### config.mk
export PLATFORM = sky130hd
export DESIGN_NAME = serial_word_aligner
export DESIGN_NICKNAME = d
export VERILOG_FILES = /design/src/rtl/serial_word_aligner_pkg.sv /design/src/rtl/serial_word_aligner_shift8.sv /design/src/rtl/serial_word_aligner.sv
export SDC_FILE = /design/constraint.sdc
export NUM_CORES = 1
export LEC_CHECK = 0
export ABC_AREA = 1
export BUFFER_PORTS_ARGS = -buffer_cell sky130_fd_sc_hd__buf_4
export CORE_ASPECT_RATIO = 0.75
export CORE_MARGIN = 2
export CORE_UTILIZATION = 60
export CTS_BUF_LIST = sky130_fd_sc_hd__clkbuf_4 sky130_fd_sc_hd__clkbuf_8
export CTS_CLUSTER_SIZE = 40
export DETAILED_ROUTE_END_ITERATION = 8
export GPL_TIMING_DRIVEN = 0
export PLACE_DENSITY = 0.81
export SYNTH_ARGS = -nofsm -noshare
export SYNTH_HDL_FRONTEND = slang
export SYNTH_SLANG_ARGS = --single-unit
### constraint.sdc
create_clock -name clk_32f -period 4.28 [get_ports clk_32f]
set_clock_uncertainty 0.2 [all_clocks]
set_input_delay 0.214 -clock clk_32f [delete_from_list [all_inputs] [get_ports clk_32f]]
set_output_delay 0.214 -clock clk_32f [all_outputs]
set_load 0.02 [all_outputs]
### src/rtl/serial_word_aligner_pkg.sv
// Shared constants and state encoding for the serial word aligner.
package serial_word_aligner_pkg;

    localparam int unsigned WORD_W    = 8;
    localparam int unsigned BIT_CNT_W = 3;
    localparam int unsigned BC_CNT_W  = 4;

    localparam logic [WORD_W-1:0] COMMA = 8'hBC;
    localparam logic [WORD_W-1:0] IDLE  = 8'h7C;

    typedef enum logic [1:0] {
        HUNT   = 2'd0,
        ALIGN  = 2'd1,
        ACTIVE = 2'd2
    } state_t;

    // True when a parallel word is the alignment comma.
    function automatic logic is_comma_word(input logic [WORD_W-1:0] w);
        return (w == COMMA);
    endfunction

endpackage

### src/rtl/serial_word_aligner_shift8.sv
// 8-bit MSB-first serial-in shift register with async active-low clear.
module serial_word_aligner_shift8
    import serial_word_aligner_pkg::*;
(
    input  logic              clk_32f,
    input  logic              reset_L,
    input  logic              data_in,
    output logic [WORD_W-1:0] q
);

    // Shift one new bit in at the LSB every edge; oldest bit falls off the MSB.
    always_ff @(posedge clk_32f or negedge reset_L) begin
        if (!reset_L) begin
            q <= '0;
        end else begin
            q <= {q[WORD_W-2:0], data_in};
        end
    end

endmodule

### src/rtl/serial_word_aligner.sv
// Finds the 8-bit word boundary from comma symbols in a serial stream,
// declares lock after SYNC_COUNT aligned commas, then strobes aligned words.
module serial_word_aligner
    import serial_word_aligner_pkg::*;
#(
    parameter int unsigned SYNC_COUNT = 4
) (
    input  logic              clk_32f,
    input  logic              reset_L,
    input  logic              data_in,
    output logic [WORD_W-1:0] data_out,
    output logic              word_valid,
    output logic              is_comma,
    output logic              active
);

    localparam logic [BIT_CNT_W-1:0] LAST_BIT = BIT_CNT_W'(WORD_W - 1);
    localparam logic [BC_CNT_W-1:0]  LOCK_CNT = BC_CNT_W'(SYNC_COUNT);

    state_t               state;
    logic [WORD_W-1:0]    shreg;
    logic [BIT_CNT_W-1:0] bit_cnt;
    logic [BC_CNT_W-1:0]  bc_cnt;
    logic [BC_CNT_W-1:0]  bc_cnt_inc;
    logic                 boundary;
    logic                 shreg_comma;

    serial_word_aligner_shift8 u_shift8 (
        .clk_32f (clk_32f),
        .reset_L (reset_L),
        .data_in (data_in),
        .q       (shreg)
    );

    assign boundary    = (bit_cnt == LAST_BIT);
    assign shreg_comma = is_comma_word(shreg);
    assign bc_cnt_inc  = bc_cnt + BC_CNT_W'(1);

    // Alignment FSM, counters and registered outputs.
    always_ff @(posedge clk_32f or negedge reset_L) begin
        if (!reset_L) begin
            state      <= HUNT;
            bit_cnt    <= '0;
            bc_cnt     <= '0;
            data_out   <= '0;
            word_valid <= 1'b0;
            is_comma   <= 1'b0;
            active     <= 1'b0;
        end else begin
            word_valid <= 1'b0;
            case (state)
                HUNT: begin
                    // Any bit phase may hold the comma; it defines the boundary.
                    if (shreg_comma) begin
                        bc_cnt  <= BC_CNT_W'(1);
                        bit_cnt <= '0;
                        state   <= ALIGN;
                    end
                end
                ALIGN: begin
                    bit_cnt <= bit_cnt + BIT_CNT_W'(1);
                    if (boundary) begin
                        if (shreg_comma) begin
                            bc_cnt <= bc_cnt_inc;
                            if (bc_cnt_inc == LOCK_CNT) begin
                                state  <= ACTIVE;
                                active <= 1'b1;
                            end
                        end else begin
                            bc_cnt <= '0;
                            state  <= HUNT;
                        end
                    end
                end
                ACTIVE: begin
                    // Locked: every boundary word passes through, commas included.
                    bit_cnt <= bit_cnt + BIT_CNT_W'(1);
                    if (boundary) begin
                        data_out   <= shreg;
                        word_valid <= 1'b1;
                        is_comma   <= shreg_comma;
                    end
                end
                default: begin
                    state  <= HUNT;
                    active <= 1'b0;
                end
            endcase
        end
    end

endmodule
Word-level counts from Yosys, hierarchy flattened
Index checks and enable logic that the tools add are counted.

word-level totals
  output and inout port bits = 11
  flip-flop bits (word level) = 28
  logic and storage cells = 49
  latch bits = 0
  ROM bits = 0
  memory bits (writable) = 0
  memories = 0

operators by class
  reduce and logical (&&, ||, !) cells = 10
  shift-type cells = 0
  add/subtract/negate cells = 2
  magnitude comparators = 0
  div/mod/pow operators = 0
  multipliers = 0
  equal/unequal tests = 10
  bitwise gates (word level) = 2
  muxes and demuxes = 17

operator list
  cell                   count
  $mux W4                3
  $eq A8 B8 Y1 const B   1
  $mux W2                4
  $ne A2 B2 Y1 const B   4
  $pmux W4 S2            1
  $reduce_and A4 Y1      2
  $pmux W2 S3            1
  $pmux W3 S2            1
  $mux W1                5
  $add A4 B1 Y4 const B  1
  $eq A4 B3 Y1 const B   1
  $reduce_and A2 Y1      2
  $reduce_bool A2 Y1     2
  $reduce_or A2 Y1       2
  $add A3 B1 Y3 const B  1
  $eq A3 B3 Y1 const B   1
  $mux W3                1
  $ne A3 B3 Y1 const B   1
  $reduce_and A3 Y1      1
  $eq A2 B1 Y1 const B   1
  $eq A2 B2 Y1 const B   1
  $logic_not A2 Y1       1
  $not A1 Y1             2
  $pmux W1 S2            1

Logic depth before layout (Yosys ltp)
Gate-level depths: netlist (run 1).

  depth after elaboration = 6
  gate-level depth with buffers = 10
  mapped depth without buffers = 10

By module
From an unflattened synthesis (run 1), not the netlist that was laid out.

unflattened totals
  cell total of the unflattened synthesis = 136
  area total of the unflattened synthesis = 1244.9 um^2

modules (own cells, without submodules)
  module                      area each (um^2)  cells an instance  instances  seq. area each (um^2)
  serial_word_aligner         1044.8            128                1          500.5
  serial_word_aligner_shift8  200.2             8                  1          200.2

Worst setup path after synthesis (run 1)
No wires, ideal clock.

  path type = reg-to-reg
  from = reg bit_cnt[0]
  to = reg data_out[0]
  stages on the path, launching flop included = 7
  arrival time = 1.273 ns
  setup time = 0.077 ns
  data required time = 4.003 ns
  clock period less this slack = 1.550 ns
  path slack = 2.730 ns
  cell sequence = dfrtp_1 > ha_1 > ha_1 > nand2_1 > clkbuf_1 > nand2_1 > o21ai_1

on the way
  cells in the longest elaborated chain, start to end = 2

ends and longest elaborated chain
  item                                line                       text
  start, declared                     serial_word_aligner.sv:22  logic [BIT_CNT_W-1:0] bit_cnt;
  start signal, assigned              serial_word_aligner.sv:61  bit_cnt <= bit_cnt + BIT_CNT_W'(1);
  start signal, assigned              serial_word_aligner.sv:77  bit_cnt <= bit_cnt + BIT_CNT_W'(1);
  $eq A3 B3 Y1                        serial_word_aligner.sv:35  assign boundary = (bit_cnt == LAST_BIT);
  $reduce_and A2 Y1 (no source line)  n/a
  end signal, assigned                serial_word_aligner.sv:79  data_out <= shreg;
  end, declared                       serial_word_aligner.sv:11  output logic [WORD_W-1:0] data_out,

No other way between the ends.
A chain may end at the register's enable or synchronous reset.

Worst setup path after layout (run 1)
Same ends and word-level chain as after synthesis.

==> flow_metrics.tcl, run 1 <==
set metrics [dict create \
    cts_tree "done" \
    clock-sinks 28 \
    synth_top_cell_by_area "dfrtp_1" \
    worst_pin_slew_ns 0.409 \
    synth_top_family_by_area "simple AND/OR/NAND/NOR gates" \
    hold_class "in2async" \
    start_kind "flop" \
    synth.most_common_cell "nand2_1" \
    io_pins 14 \
    avgRoutedWirePerCell_um 11.7 \
    pwr-share-seq_pct 46.8 \
    cp_max_fo 10 \
    synth_mux_area_share_pct 0 \
    grt_usage_pct 19.6 \
    critical-path-max-stage-delay_ns 0.42 \
    combPwrFrac_pct 27.4 \
    p_switching_mw 0.221 \
    final_area_um2 1450 \
    io_buffer_count 13 \
    grt_overflow_total 0 \
    grt_max_degree 29 \
    final_nets 166 \
    totalWireLength_um 2100 \
    synth_compound_area_share_pct 4.70 \
    synth-xor-area-share_pct 0 \
    maxCapViolations 0 \
    synth-seq-cells 28 \
    final_layout_size_suffix_gt1_share_pct 17.4 \
    fin_crit_sh_pct 41.2 \
    fillers 156 \
    yosysSeqAreaShare_pct 55.9 \
    die_area_um2 2470 \
    crit_family "flip-flops" \
    drc_errors 0 \
    cts-buffers-inserted 3 \
    grt_pass1_vias 866 \
    fin_crit_ns 1.76 \
    dieWidth_um 56.8 \
    hpwl_um 1490 \
    core_um2 2000 \
    root_buffer "clkbuf_4" \
    ys.flop_type "dfrtp_1" \
    clk_pin_slew_ns 0.15 \
    first_iter_violations 33 \
    gp_congestion 0.757 \
    ir_worst_vdd_mv 0.410 \
    slew_viol_final 0 \
    regArea_um2 701 \
    grt_pass1_wl_um 3650 \
    swShare_pct 33.0 \
    multi_input_area_um2 492 \
    cp.arrival_ns 1.82 \
    initial_core_util_pct 62.7 \
    vias_per_cell 5.14 \
    synth.area.top_cells "dfrtp_1, nand2_1, ha_1" \
    synth_top_area_share_pct 55.9 \
    n_antenna_cell 0 \
    crit_chain "ha_1 > ha_1 > nand2_1 > clkbuf_1 > nand2_1 > o21ai_1" \
    clk_path_buf_depth 2 \
    max_freq_mhz 567 \
    p_leak_nw 0.785 \
    crit_required_ns 4.34 \
    finalSetupViolCount 0 \
    synth.distinct_cells 18 \
    syn-num-nets 146 \
    dr_total_vias 920 \
    antenna_found_initial 0 \
    synthAdderAreaFrac_pct 6.99 \
    rsz0062_at_grt "no" \
    fp.dieH_um 43.6 \
    clk_latency_ns 0.34 \
    clock_power_share_pct 25.9 \
    timing.slew.headroom_pct 72.8 \
    htreeDepth 1 \
    ant_nets 0 \
    async_flop_share_pct 100 \
    worst-path-buf-inv 1 \
    drtPass1Iterations 4 \
    synth_warnings 0 \
    synth_cells 136 \
    rows 14 \
    netlist_area_um2 1250 \
    internal_power_mw 0.447 \
    worstSetupEndpointType "flop" \
    area_delta_synth_final_pct 16.0 \
    fin_setup_tns_ns 0 \
    placed_cell_area_um2 1380 \
    synth_edf_count 0 \
    slowest_stage "dfrtp_1" \
    utilization_pct 72.7 \
    powerDensity_nw_per_um2 460 \
    avgSynthCellArea_um2 9.21 \
    yosys.area_share.simple_pct 27.6 \
    finalHoldViolations 0 \
    status "completed" \
    critPathKind "reg2reg" \
    synthTopCellsByCount "nand2_1, dfrtp_1, inv_1" \
]
-- final cells by class --
| class | instances | share of cell area, % |
|---|---|---|
| Sequential cell | 28 | 48.2 |
| Multi-Input combinational cell | 92 | 33.9 |
| Timing Repair Buffer | 15 | 8.10 |
| Inverter | 15 | 3.88 |
| Clock inverter | 1 | 2.07 |
| Tap cell | 24 | 2.07 |
| Clock buffer | 3 | 1.55 |
| Buffer | 1 | 0.258 |
-- repair_timing --
item / in CTS / in global routing
setup buffers: 0 / 0
gates resized for setup: 0 / 0
endpoints found under the hold margin: 29 / 0
hold buffers: 2 / 0
-- metrics by stage --
step	hold slack, ns	setup slack (ns)	total power [mW]	std cells
after floorplan	-0.282	2.73	0.458	136
after global routing	0.143	2.33	0.708	179
after global placement	-0.0569	2.52	0.484	173
after detailed placement	-0.0536	2.53	0.496	173
final	0.0925	2.52	0.668	179
after CTS	0.112	2.49	0.671	179
-- power groups by stage --
stage                     Sequential (mW)  Clock [mW]  Combinational, mW
after floorplan                     0.312           0              0.146
after global placement              0.315           0              0.169
after detailed placement            0.317           0              0.180
after CTS                           0.312       0.175              0.183
after global routing                0.316       0.186              0.206
final                               0.312       0.173              0.183
-- placed cells by master, fill, tap and decap left out, drive strengths merged, types with 4 or more instances in the layout --
cell type and n:
nand2 53, dfrtp 28, inv 15, buf 13
nor2 11, o21ai 9, nand3 7, ha 7
clkbuf 4
-- cells by family (layout without fill, tap and decap cells) --
| family | after synthesis | after routing |
|---|---|---|
| and+or+nand+nor | 74 | 74 |
| DFF | 28 | 28 |
| AOI/OAI and AO/OA | 11 | 11 |
| adders and majority gates | 7 | 7 |
| buffers and inverters | 16 | 35 |
-- layer usage --
metal / global-route usage, % / vias to the layer above / share of wire [%] / routed length, um
met3: 6.27 / 7 / 3.9 / 82
met5: 0 / - / 0 / 0
li1: - / 467 / - / -
met4: 8.37 / 0 / 1.7 / 36
met1: 25.1 / 426 / 47 / 991
met2: 31.4 / 20 / 47 / 991
-- registers in the layout, summed over array words and instances, names as in the netlist --
| signal | cells |
|---|---|
| bc_cnt | 4 |
| data_out | 8 |
| state | 2 |
| word_valid | 1 |
| active | 1 |
| bit_cnt | 3 |
| u_shift8.q | 8 |
| is_comma | 1 |
-- worst paths after layout --
kind                                     from             to  slack, ns  cells past startpoint
min in group clk_32f            u_shift8.q[0]  u_shift8.q[1]       0.19                      0
worst max register to register     bit_cnt[0]    data_out[0]       2.52                      6
worst min-delay path                  reset_L     word_valid       0.09                      2
max in group asynchronous             reset_L      bc_cnt[3]       3.52                      2
worst max-delay path               bit_cnt[0]    data_out[0]       2.52                      6
worst min register to register  u_shift8.q[0]  u_shift8.q[1]       0.19                      0
Note: power is estimated with default switching activity, not from simulation.
==> run 2, diff against run 1 <==
--- a/config.mk
+++ b/config.mk
@@ -9,12 +9,12 @@
 export BUFFER_PORTS_ARGS = -buffer_cell sky130_fd_sc_hd__buf_4
 export CORE_ASPECT_RATIO = 0.75
 export CORE_MARGIN = 2
-export CORE_UTILIZATION = 60
+export CORE_UTILIZATION = 59
 export CTS_BUF_LIST = sky130_fd_sc_hd__clkbuf_4 sky130_fd_sc_hd__clkbuf_8
 export CTS_CLUSTER_SIZE = 40
 export DETAILED_ROUTE_END_ITERATION = 8
 export GPL_TIMING_DRIVEN = 0
-export PLACE_DENSITY = 0.81
+export PLACE_DENSITY = 0.8
 export SYNTH_ARGS = -nofsm -noshare
 export SYNTH_HDL_FRONTEND = slang
 export SYNTH_SLANG_ARGS = --single-unit
==> constraint.sdc (replaced) <==
create_clock -name clk_32f -period 1.65 [get_ports clk_32f]
set_clock_uncertainty 0.2 [all_clocks]
set_input_delay 0.0825 -clock clk_32f [delete_from_list [all_inputs] [get_ports clk_32f]]
set_output_delay 0.0825 -clock clk_32f [all_outputs]
set_load 0.02 [all_outputs]
==> run 2 against run 1 <==
Sequential power rose to 2.6 times the previous value; non-clock buffer count grew 10; clock-buffer cell count grew 1; critical path type unchanged; largest cell class unchanged.
==> flow_metrics.tcl, run 2 (synthesis results as in run 1) <==
set metrics [dict create \
    ir_worst_vdd_mv 0.905 \
    reg2regPathDepth 8 \
    worstSetupEndpointType "flop" \
    cp.arrival_ns 1.68 \
    hpwl_um 1520 \
    totalWireLength_um 2450 \
    finalSetupViolCount 0 \
    grt_overflow_total 0 \
    p_leak_nw 0.826 \
    hold_class "reg2reg" \
    r2r_start "bit_cnt[0]" \
    slew_viol_final 0 \
    grt_max_degree 29 \
    cp_max_fo 3 \
    drtPass1Iterations 4 \
    min_path_cells 0 \
    critPathLaunch "bit_cnt[0]" \
    drc_errors 0 \
    status "completed" \
    reg_top3 "data_out x8, u_shift8.q x8, bc_cnt x4" \
    rows 14 \
    clock-sinks 28 \
    avgRoutedWirePerCell_um 12.9 \
    powerDensity_nw_per_um2 1090 \
    start_kind "flop" \
    die_area_um2 2510 \
    r2r_end "state[1]" \
    vias_per_cell 5.11 \
    ant_nets 0 \
    final_area_um2 1590 \
    critPathCapture "state[1]" \
    grt_usage_pct 18.9 \
    final_nets 176 \
    root_buffer "clkbuf_4" \
    worst_pin_slew_ns 0.350 \
    dr_total_vias 966 \
    finalHoldViolations 0 \
    clk_path_buf_depth 2 \
    fin_setup_tns_ns 0 \
    cts-buffers-inserted 3 \
    clk_latency_ns 0.33 \
    clk_pin_slew_ns 0.14 \
    io_buffer_count 13 \
    area_delta_synth_final_pct 26.6 \
    dieWidth_um 57.2 \
    n_antenna_cell 0 \
    initial_core_util_pct 62.2 \
    first_iter_violations 31 \
    fin_crit_ns 1.64 \
    fin_crit_sh_pct 99.4 \
    utilization_pct 78.7 \
    fp.dieH_um 43.9 \
    htreeDepth 1 \
    final_layout_size_suffix_gt1_share_pct 32.7 \
    gp_congestion 0.726 \
    max_freq_mhz 610 \
    critPathKind "reg2reg" \
    cts_tree "done" \
    maxCapViolations 0 \
    ff2ff_setup_slack_ns 0.01 \
    grt_pass1_wl_um 3570 \
    core_um2 2010 \
    grt_pass1_vias 831 \
    crit_required_ns 1.69 \
    final_common_cell "nand2_1" \
    layout_common_cells "nand2_1, dfrtp_1, buf_4, inv_1, o21ai_1" \
    power.total_mw 1.73 \
    placed_cell_area_um2 1380 \
    io_pins 14 \
    antenna_found_initial 0 \
    timing.slew.headroom_pct 76.6 \
]
run 2: cell types whose count changed in the layout (fill, tap and decap cells not counted), moves of 2 or more:
cell and delta:
buf_4 +9, ha_1 -5, nand2_1 -5, nand2_2 +5, ha_2 +4, nand3_1 -2, nand3_2 +2, nor2_1 -2
nor2_2 +2
run 2: critical path: stages, from the launching register on:
cell	delay (ns)
dfrtp_1	0.40
ha_2	0.21
ha_4	0.14
inv_1	0.05
nand2_2	0.10
a21boi_2	0.23
nand3_2	0.11
nand2_1	0.07
nand2_1	0.05
run 2: final cells by class:
class,count,area [um^2]
fillers,125,429
inverters,15,56.3
plain buffers,1,7.51
well taps,24,30.0
multi-input cells,92,546
flip-flops and latches,28,702
clock buffers,4,36.3
repair buffers,25,208
run 2: repair_timing:
item / 4_1_cts / 5_1_grt
pin swaps: 0 / 9
setup endpoints to repair: 9 / 14
resized for setup: 3 / 18
hold buffers: 3 / 0
endpoints found under the hold margin: 29 / 0
buffers inserted: 0 / 9
run 2: worst min-delay path by stage:
stage | startpoint | end | slack, ns
3_3_place_gp | reset_L | data_out[5] | -0.19
3_5_place_dp | reset_L | data_out[5] | -0.18
2_1_floorplan | reset_L | active | -0.41
4_1_cts | data_in | u_shift8.q[0] | 0.18
6_report | u_shift8.q[6] | u_shift8.q[7] | 0.20
5_1_grt | data_in | u_shift8.q[0] | 0.19
run 2: per-layer routing:
layer | track usage [%] | share of wire, % | up-vias
met5 | 0 | 0 | -
met4 | 5.58 | 2.0 | 0
met3 | 5.37 | 3.4 | 4
met2 | 26.9 | 47 | 19
met1 | 28.3 | 47 | 462
li1 | - | - | 481
run 2: stage by stage:
stage               std cells  setup WS (ns)  hold WS, ns
finish                    189        0.00953        0.201
global route              189        -0.0675        0.194
CTS                       180         0.0131        0.183
detailed placement        173         -0.146       -0.183
global placement          173        -0.0727       -0.189
floorplan                 136         0.0996       -0.413
run 2: where the power goes:
group | switching [mW] | leakage [nW] | total (mW) | internal (mW)
clock network | 0.188 | 0.0210 | 0.323 | 0.135
registers | 0.0631 | 0.366 | 0.819 | 0.756
logic | 0.360 | 0.440 | 0.591 | 0.230
==> run 3, diff against run 2 <==
--- a/config.mk
+++ b/config.mk
@@ -5,16 +5,15 @@
 export SDC_FILE = /design/constraint.sdc
 export NUM_CORES = 1
 export LEC_CHECK = 0
-export ABC_AREA = 1
 export BUFFER_PORTS_ARGS = -buffer_cell sky130_fd_sc_hd__buf_4
 export CORE_ASPECT_RATIO = 0.75
 export CORE_MARGIN = 2
-export CORE_UTILIZATION = 59
+export CORE_UTILIZATION = 60
 export CTS_BUF_LIST = sky130_fd_sc_hd__clkbuf_4 sky130_fd_sc_hd__clkbuf_8
 export CTS_CLUSTER_SIZE = 40
 export DETAILED_ROUTE_END_ITERATION = 8
 export GPL_TIMING_DRIVEN = 0
-export PLACE_DENSITY = 0.8
+export PLACE_DENSITY = 0.81
 export SYNTH_ARGS = -nofsm -noshare
 export SYNTH_HDL_FRONTEND = slang
 export SYNTH_SLANG_ARGS = --single-unit
==> run 3 against run 2 <==
The run now ends with negative setup slack left; register-to-register slack got worse by 0.16 ns; sequential share of layout area decreased by 3.9 points; die area up 3.2%; maximum frequency shrank 8.8%; utilization grew 6.7 points; global-route usage increased by 4.0 points; first-iteration DRC count down 3.2%; worst setup slack worse by 0.16 ns; critical path type unchanged; highest routed layer unchanged.
==> flow_metrics.tcl, run 3 <==
set metrics [dict create \
    status "finished with violations" \
    violations "negative setup slack" \
    yosys.area_share.simple_pct 12.2 \
    synth-xor-area-share_pct 0 \
    drtPass1Iterations 4 \
    fillers 95 \
    finalSetupViolCount 5 \
    clk_latency_ns 0.33 \
    syn-num-nets 106 \
    clock-sinks 28 \
    worst_pin_slew_ns 0.392 \
    grt_overflow_total 0 \
    yosysSeqAreaShare_pct 53.2 \
    clk_path_buf_depth 2 \
    async_flop_share_pct 100 \
    finalHoldViolations 0 \
    initial_core_util_pct 64.8 \
    pwr-share-seq_pct 59.0 \
    synth.distinct_cells 37 \
    worstSetupEndpointType "flop" \
    p_leak_nw 0.825 \
    synthTopCellsByCount "dfrtp_1, mux2_2, ha_1, inv_1, a21oi_1" \
    first_iter_violations 30 \
    final_layout_size_suffix_gt1_share_pct 51.9 \
    timing.slew.headroom_pct 73.7 \
    setup_ws_ns -0.148 \
    layout.cells.non_filler 155 \
    ys.flop_type "dfrtp_1" \
    grt_pass1_wl_um 4230 \
    final_area_um2 1740 \
    vias_per_cell 5.98 \
    n_antenna_cell 0 \
    synth_cells 96 \
    synth_mux_area_share_pct 8.83 \
    grt_max_degree 29 \
    crit_required_ns 1.72 \
    cp.arrival_ns 1.87 \
    hold_class "in2reg" \
    synthAdderAreaFrac_pct 6.65 \
    max_freq_mhz 556 \
    synth_top_family_by_area "compound AO/OA/AOI/OAI gates" \
    htreeDepth 1 \
    dp_cells 133 \
    critPathKind "reg2reg" \
    netlist_area_um2 1320 \
    antenna_found_initial 0 \
    reg_top3 "data_out x8, u_shift8.q x8, bc_cnt x4" \
    clk_pin_slew_ns 0.14 \
    slowest_stage "dfrtp_1" \
    cp_max_fo 5 \
    slew_viol_final 0 \
    synth_top_area_share_pct 53.2 \
    rows 14 \
    crit_chain "ha_2 > buf_4 > nand4bb_1 > o31ai_4 > nor4b_2 > nand3b_1" \
    synth_top_cell_by_area "dfrtp_1" \
    clock_power_share_pct 27.0 \
    grt_pass1_vias 866 \
    synth_compound_area_share_pct 16.6 \
    gp_congestion 0.753 \
    grt_usage_pct 22.8 \
    io_buffer_count 13 \
    core_um2 2030 \
    fp.dieH_um 44.6 \
    totalWireLength_um 2970 \
    synth.most_common_cell "dfrtp_1" \
    final_common_cell "dfrtp_1" \
    internal_power_mw 0.920 \
    root_buffer "clkbuf_4" \
    combPwrFrac_pct 14.1 \
    die_area_um2 2590 \
    synth-seq-cells 28 \
    fin_crit_sh_pct 109 \
    hpwl_um 1670 \
    whs_ns 0.202 \
    ant_nets 0 \
    final_nets 142 \
    rsz0062_at_grt "yes" \
    io_pins 14 \
    powerDensity_nw_per_um2 705 \
    drc_errors 0 \
    ir_worst_vdd_mv 0.911 \
    layout_common_cells "dfrtp_1, buf_4, mux2_2, inv_1, ha_4" \
    synth_warnings 0 \
    cts_tree "done" \
    fin_crit_ns 1.80 \
    avgRoutedWirePerCell_um 19.2 \
    dieWidth_um 58.1 \
    maxCapViolations 0 \
    synth_edf_count 0 \
    start_kind "flop" \
    critical-path-max-stage-delay_ns 0.45 \
    synth.area.top_cells "dfrtp_1, mux2_2, ha_1" \
    cts-buffers-inserted 3 \
    swShare_pct 24.8 \
    p_switching_mw 0.304 \
    dr_total_vias 927 \
    area_delta_synth_final_pct 31.7 \
    placed_cell_area_um2 1450 \
    avgSynthCellArea_um2 13.7 \
]
-- run 3: changes by cell type after synthesis, moves of 3 or more --
cell and change:
nand2_4 -3, o31ai_1 +3, nor2_2 -3, o2bb2ai_1 +3
nand3_1 -7, mux2_2 +9, inv_1 -6, nor2_1 -5
o21ai_1 -7, a21oi_1 +4, nand2_1 -48
-- run 3: worst max-delay path, delay by kind of cell (launching register included) --
| family | cells | cell delay [ns] |
|---|---|---|
| AO/OA/AOI/OAI | 1 | 0.14 |
| adder cells (fa/ha/maj) | 1 | 0.20 |
| buffers and inverters | 1 | 0.14 |
| flip-flops | 1 | 0.45 |
| AND/OR/NAND/NOR | 3 | 0.62 |
-- run 3: path summary, 6_finish.rpt --
path	cells after the start	start	endpoint	slack, ns
worst max register to register	6	bc_cnt[1]	state[0]	-0.15
min in group asynchronous	3	reset_L	data_out[5]	0.53
worst min-delay path	2	data_in	u_shift8.q[0]	0.20
max in group asynchronous	3	reset_L	data_out[0]	0.47
worst min register to register	0	u_shift8.q[6]	u_shift8.q[7]	0.23
worst max-delay path	6	bc_cnt[1]	state[0]	-0.15
-- run 3: what timing repair did --
action	4_1_cts	5_1_grt
buffers inserted	5	10
pin swaps	2	12
setup endpoints to repair	19	11
hold endpoints to repair	29	0
gates resized for setup	12	14
hold buffers	3	0
-- run 3: layer usage --
metal	track usage, %	vias up	part of all wire (%)
met5	0	-	0
met4	6.05	0	0.81
met3	6.73	4	4.3
met2	36.4	25	51
met1	31.1	467	43
li1	-	431	-
-- run 3: layout make-up --
class                           instances  area (um^2)  area share (%)
Sequential cell                        28          701            40.4
Inverter                                7         30.0            1.73
Timing Repair Buffer                   31          244            14.1
Clock buffer                            4         36.3            2.09
Tap cell                               24         30.0            1.73
Multi-Input combinational cell         60          683            39.4
Buffer                                  1         11.3           0.649
-- run 3: power groups by stage --
stage                     Sequential (mW)  Combinational, mW  Clock [mW]
after floorplan                     0.731             0.0687           0
after global placement              0.733             0.0969           0
after detailed placement            0.735              0.104           0
after CTS                           0.721              0.132       0.337
after global routing                0.723              0.185       0.369
final                               0.721              0.172       0.330
-- run 3: per-stage QoR --
step                      setup TNS (ns)  setup WS [ns]  util, %  total power [mW]
after CTS                         -0.363         -0.123     78.3              1.19
final                             -0.432         -0.148     85.4              1.22
after global routing              -0.983         -0.222     85.4              1.28
after detailed placement           -1.25         -0.170     71.2             0.839
after global placement            -0.335        -0.0841     71.2             0.830
after floorplan                        0         0.0142        -             0.800
-- run 3: cell families (layout without fill, tap and decap cells) --
group / after synthesis / count (layout)
AO/OA/AOI/OAI: 26 / 26
adder cells (fa/ha/maj): 7 / 7
buffers and inverters: 8 / 43
flip-flops: 28 / 28
multiplexers: 10 / 10
AND/OR/NAND/NOR: 17 / 17
